===== src/rtl/pwm_capture_pkg.sv =====
// rtl/pwm_capture_pkg.sv - shared state encoding and width defaults for pwm_capture
package pwm_capture_pkg;

  localparam int CNT_W_DEF = 16;
  localparam int DIV_W_DEF = 8;

  typedef enum logic [1:0] {
    IDLE = 2'd0,
    HIGH = 2'd1,
    LOW  = 2'd2
  } state_t;

endpackage


===== src/rtl/pwm_in_sync.sv =====
// rtl/pwm_in_sync.sv - pwm_in synchroniser with rise/fall edge detection
module pwm_in_sync #(
  parameter int SYNC_STAGES = 2
) (
  input  logic clock,
  input  logic reset,
  input  logic pwm_in,
  output logic rise,
  output logic fall
);

  // SYNC_STAGES must be at least 2 so the first flop can settle metastability
  logic [SYNC_STAGES-1:0] sync_q;
  logic                   level_d;
  logic                   level;

  assign level = sync_q[SYNC_STAGES-1];

  // Shift the pin through the chain and keep one cycle of history of the last stage
  always_ff @(posedge clock or posedge reset) begin
    if (reset) begin
      sync_q  <= '0;
      level_d <= 1'b0;
    end else begin
      sync_q  <= {sync_q[SYNC_STAGES-2:0], pwm_in};
      level_d <= level;
    end
  end

  // Edges are combinational so the FSM acts on them at the very next clock
  assign rise = level & ~level_d;
  assign fall = ~level & level_d;

endmodule


===== src/rtl/pwm_capture.sv =====
// rtl/pwm_capture.sv - measures high time and period of an external PWM in prescaled ticks
module pwm_capture
  import pwm_capture_pkg::*;
#(
  parameter int CNT_W       = CNT_W_DEF,
  parameter int DIV_W       = DIV_W_DEF,
  parameter int SYNC_STAGES = 2
) (
  input  logic             clock,
  input  logic             reset,
  input  logic             pwm_in,
  input  logic [DIV_W-1:0] div,
  output logic [CNT_W-1:0] high_ticks,
  output logic [CNT_W-1:0] period_ticks,
  output logic             meas_valid,
  output logic             stalled,
  output logic             locked
);

  localparam logic [CNT_W-1:0] CNT_MAX = '1;

  logic             rise;
  logic             fall;
  logic             tick;
  logic             rearm;
  logic [DIV_W-1:0] presc_cnt;
  logic [DIV_W-1:0] div_q;
  logic [CNT_W-1:0] cnt_high;
  logic [CNT_W-1:0] cnt_per;
  logic [CNT_W-1:0] h_shadow;
  state_t           state;

  pwm_in_sync #(
    .SYNC_STAGES(SYNC_STAGES)
  ) u_sync (
    .clock (clock),
    .reset (reset),
    .pwm_in(pwm_in),
    .rise  (rise),
    .fall  (fall)
  );

  assign tick  = (div != '0) && (presc_cnt >= div - DIV_W'(1));
  // A zero or freshly changed divider invalidates any in-flight measurement
  assign rearm = (div == '0) || (div != div_q);

  // Free-running prescaler plus a registered copy of div for change detection
  always_ff @(posedge clock or posedge reset) begin
    if (reset) begin
      presc_cnt <= '0;
      div_q     <= '0;
    end else begin
      div_q <= div;
      if ((div == '0) || tick) presc_cnt <= '0;
      else                     presc_cnt <= presc_cnt + DIV_W'(1);
    end
  end

  // Measurement FSM: counts ticks between edges and publishes results on each rise
  always_ff @(posedge clock or posedge reset) begin
    if (reset) begin
      state        <= IDLE;
      cnt_high     <= '0;
      cnt_per      <= '0;
      h_shadow     <= '0;
      high_ticks   <= '0;
      period_ticks <= '0;
      meas_valid   <= 1'b0;
      stalled      <= 1'b0;
      locked       <= 1'b0;
    end else begin
      meas_valid <= 1'b0;
      if (rearm) begin
        state    <= IDLE;
        cnt_high <= '0;
        cnt_per  <= '0;
        h_shadow <= '0;
        locked   <= 1'b0;
      end else begin
        case (state)
          IDLE: begin
            if (rise) begin
              cnt_high <= CNT_W'(tick);
              cnt_per  <= CNT_W'(tick);
              state    <= HIGH;
            end
          end
          HIGH: begin
            if (cnt_per == CNT_MAX) begin
              stalled <= 1'b1;
              state   <= IDLE;
            end else if (fall) begin
              h_shadow <= cnt_high;
              cnt_per  <= cnt_per + CNT_W'(tick);
              state    <= LOW;
            end else if (tick) begin
              if (cnt_high != CNT_MAX) cnt_high <= cnt_high + CNT_W'(1);
              cnt_per <= cnt_per + CNT_W'(1);
            end
          end
          LOW: begin
            if (cnt_per == CNT_MAX) begin
              stalled <= 1'b1;
              state   <= IDLE;
            end else if (rise) begin
              period_ticks <= cnt_per;
              high_ticks   <= h_shadow;
              meas_valid   <= 1'b1;
              locked       <= 1'b1;
              stalled      <= 1'b0;
              cnt_high     <= CNT_W'(tick);
              cnt_per      <= CNT_W'(tick);
              state        <= HIGH;
            end else if (tick) begin
              cnt_per <= cnt_per + CNT_W'(1);
            end
          end
          default: state <= IDLE;
        endcase
      end
    end
  end

endmodule


===== config.mk =====
export PLATFORM = sky130hd
export DESIGN_NAME = pwm_capture
export DESIGN_NICKNAME = d
export VERILOG_FILES = /design/src/rtl/pwm_capture_pkg.sv /design/src/rtl/pwm_in_sync.sv /design/src/rtl/pwm_capture.sv
export SDC_FILE = /design/constraint.sdc
export NUM_CORES = 1
export LEC_CHECK = 0
export CAP_MARGIN = 30
export CORE_UTILIZATION = 57
export DETAILED_ROUTE_END_ITERATION = 12
export GPL_TIMING_DRIVEN = 0
export PLACE_DENSITY = 0.78
export SLEW_MARGIN = 20
export SYNTH_ARGS = -nofsm -noshare
export SYNTH_HDL_FRONTEND = slang
export SYNTH_SLANG_ARGS = --single-unit

===== constraint.sdc =====
create_clock -name clock -period 4.1 [get_ports clock]
set_input_delay 0.82 -clock clock [delete_from_list [all_inputs] [get_ports clock]]
set_output_delay 0.82 -clock clock [all_outputs]
set_load 0.05 [all_outputs]

==> impl_results.md <==
- TritonCTS Buffers: 9
- Min Tclk post-route: 3.975 ns
- Drt first pass iters: 5
- Area of the multi-input gates: 2940 µm²
- GP Congestion: 0.9420
- Clk pwr share: 31.9%
- Starting density of the core: 58.50%
- Internal power: 1.477 mW
- Clock-pin slew on the worst setup and hold paths: 0.09 ns
- Port Buffers: 45
- Clk Latency, worst-skew pair: 0.39 ns
- Max cap viols: 0
- Flop pwr share: 54.5%
- Critical path type: input port to register
- DR WL/cell: 18.52 µm
- Core Util, Final: 68.40%
- Nets: 676
- # setup viols final: 0
- Hold-fix buffers, CTS: 0
- Vias per cell: 6.344
- CP required: 4.38 ns
- Power Density: 305.3 nW/µm²
- Asr flop ratio synth: 100.0%
- Grt total ovfl: 0
- FILL cells: 802
- Final period utilization: 96.94%
- Count of cell types in the netlist: 68
- Row count: 36
- Worst Max-Slew Pin Slew: 0.9340 ns
- Die Y: 101.9 µm
- Io pins: 46
- Root Buffer Master: clkbuf_8
- H-tree depth: 3
- Worst slew margin: 37.45%
- Fin. max-slew vios: 0
- Setup TNS: 0 ns
- Post-synth top flop: dfrtp_1
- Switching Share: 27.32%
- Cells after Synth: 583
- Critical Path Start Type: input port
- DRC viols: 0
- Area Growth Syn to Fin: 16.93%
- Status: complete, no violations
- Die width: 101.9 µm
- Final Hold Vio Count: 0
- Clock Skew: 0.01415 ns
- Mean Syn Cell Area: 9.763 µm²
- Tot GR Track Use: 29.30%
- Worst Hold Class: register to register
- Iter 0 DRT Violations: 373
- Psw: 554.9 µW
- Storage element area: 2603 µm²
- Netlist Area Pre-Place: 5692 µm²
- WHS: 0.3689 ns
- Number of diodes: 0
- Post-synth EDFFs: 0
- Final WL: 14.52 mm
- CTS tree: done
- Bufs on Longest Clock Path: 2
- Fin cells: 784
- Sequential fraction of the synthesis area: 45.72%
- Synthesized flop and latch total: 104
- Layout cell share with drive strength beyond 1: 12.90%
- Mapped Nets: 612
- IR Drop Worst-Case VDD: 288.5 µV
- Initial antenna violation count: 0
- Largest net degree at the start of global routing: 75
- Vias: 4974
- CP arrival: 4.26 ns
- Syn. warnings: 0
- First-pass GRT wire length: 23.32 mm
- Final instance area: 6655 µm²
- Core area: 9729 µm²
- Achievable clock frequency: 251.6 MHz
- CP Max Fanout: 11
- Placed cell area: 6344 µm²
- CTS Sinks: 104
- Combinational Power Share: 13.6%
- Antenna Violating Nets Remaining: 0
- Vias in the first global route: 4664
- Die area: 10390 µm²
- Dpl hpwl: 10.02 mm
- CP endpoint kind: register
- Leak: 2.844 nW
- Cell Count Post-Placement: 762
## cell usage in the layout, fill, tap and decap left out, types with 5 or more instances in the layout
master           synthesis  routed
nand3_1                 20      20
o22a_1                   6       6
nand2_1                 71      71
a221o_1                 10      10
clkbuf_1                21      22
a2111oi_0                5       5
clkdlybuf4s50_1          0      43
and2_1                   5       5
buf_4                    3      12
a21oi_1                 17      16
nor2_1                  42      41
nand4_1                 12      12
a211oi_1                 6       6
buf_2                    6       6
o21ai_0                 34      33
inv_1                   14      13
nor4_1                   6       5
mux2_2                  29      29
dfrtp_1                104     104
a32o_1                   7       7
ha_1                    18      16
xor2_1                  16      16
clkbuf_8                 0      10
o211ai_1                 5       5
nor2b_1                  7       7
a31oi_1                 11      11
and3_1                  15      15
xnor2_1                  7       7
nor3_1                  14      13
## metal layers
metal | up-vias | track usage (%) | share of wire [%]
met4 | 0 | 10.99 | 1.9
met2 | 195 | 47.30 | 48
met5 | - | 0 | 0
met3 | 21 | 6.635 | 6.2
met1 | 2457 | 38.74 | 44
li1 | 2301 | - | -
## registers in the layout (all words and copies together) (netlist names), 2 cells and up
register	flops
cnt_high	16
cnt_per	16
u_sync.sync_q	2
h_shadow	16
period_ticks	16
presc_cnt	8
high_ticks	16
state	2
div_q	8
## stage by stage
step	setup WS, ns	power, mW
floorplan	0.06754	1.294
global placement	-1.309	1.357
detailed placement	-1.348	1.374
CTS	0.004770	2.023
global route	-0.04151	2.125
finish	0.1253	2.032
## cell type report
class / instances / share of cell area, %
Timing Repair Buffer: 55 / 8.272
Tap cell: 133 / 2.500
Inverter: 14 / 0.8648
Buffer: 31 / 2.256
Clock buffer: 13 / 2.237
Sequential cell: 104 / 39.11
Multi-Input combinational cell: 432 / 44.18
Clock inverter: 2 / 0.5828
## what timing repair did
item	CTS	global route
buffers inserted	5	4
resized for setup	5	9
endpoints found under the setup margin	15	10
pin swaps	3	3
## logic make-up after synthesis
kind of cell / Yosys count / share of synthesized area, %
and+or+nand+nor: 214 / 18.64
AOI/OAI and AO/OA: 146 / 18.36
DFF: 104 / 45.72
buffers and inverters: 47 / 3.693
muxes: 31 / 6.089
xor gates and xnor gates: 23 / 3.539
adders and majority gates: 18 / 3.957
## power groups by stage
stage	logic (mW)	clock network [mW]	registers, mW
after floorplan	0.179	0	1.12
after global placement	0.231	0	1.13
after detailed placement	0.247	0	1.13
after CTS	0.255	0.660	1.11
after global routing	0.315	0.697	1.11
final	0.276	0.647	1.11
## worst max-delay path, stage by stage
cell and delay [ns]:
clkdlybuf4s50_1 0.55, inv_1 0.08, ha_1 0.22, nand2_1 0.13, nor3_2 0.06, xnor2_1 0.15, ha_1 0.30, nand2_1 0.09
o21a_4 0.29, a21oi_4 0.24, ha_4 0.20, nand4_1 0.19, nor2_4 0.22, o32ai_1 0.11, a31oi_1 0.29, a21oi_1 0.11
o22a_1 0.19
## synth_stat cells (3+ instances only)
master | n | area (µm²)
a2111oi_0 | 5 | 43.79
o21a_1 | 4 | 30.03
nor4_1 | 6 | 37.54
nor2b_1 | 7 | 43.79
o31a_1 | 3 | 26.28
inv_1 | 14 | 52.55
buf_2 | 6 | 30.03
a31oi_1 | 11 | 68.82
nand2b_1 | 3 | 18.77
ha_1 | 18 | 225.2
o2111ai_1 | 4 | 35.03
a211oi_1 | 6 | 45.04
a311oi_1 | 3 | 26.28
and4_1 | 4 | 35.03
or2_2 | 3 | 18.77
mux2_2 | 29 | 326.6
o21ai_1 | 3 | 15.01
nand2_1 | 71 | 266.5
a221o_1 | 10 | 100.1
a32o_1 | 7 | 70.07
nand4_1 | 12 | 75.07
buf_4 | 3 | 22.52
o211ai_1 | 5 | 37.54
and3_1 | 15 | 93.84
clkbuf_1 | 21 | 78.83
nor2_1 | 42 | 157.7
o21ai_0 | 34 | 170.2
o22a_1 | 6 | 52.55
dfrtp_1 | 104 | 2603
nand3_1 | 20 | 100.1
nor3_1 | 14 | 70.07
o22ai_1 | 4 | 25.02
xor2_1 | 16 | 140.1
a21oi_1 | 17 | 85.08
xnor2_1 | 7 | 61.31
and2_1 | 5 | 31.28
## final timing paths
path | start | end | slack [ns] | cells after the start
max | div[1] | cnt_per[11] | 0.13 | 17
max in group asynchronous | reset | high_ticks[0] | 2.67 | 3
max reg2reg | state[0] | cnt_per[15] | 0.99 | 8
min | u_sync.sync_q[0] | u_sync.sync_q[1] | 0.37 | 0
min in group asynchronous | reset | high_ticks[14] | 0.77 | 2
min reg2reg | u_sync.sync_q[0] | u_sync.sync_q[1] | 0.37 | 0
Power figures use the tool's default switching activity.
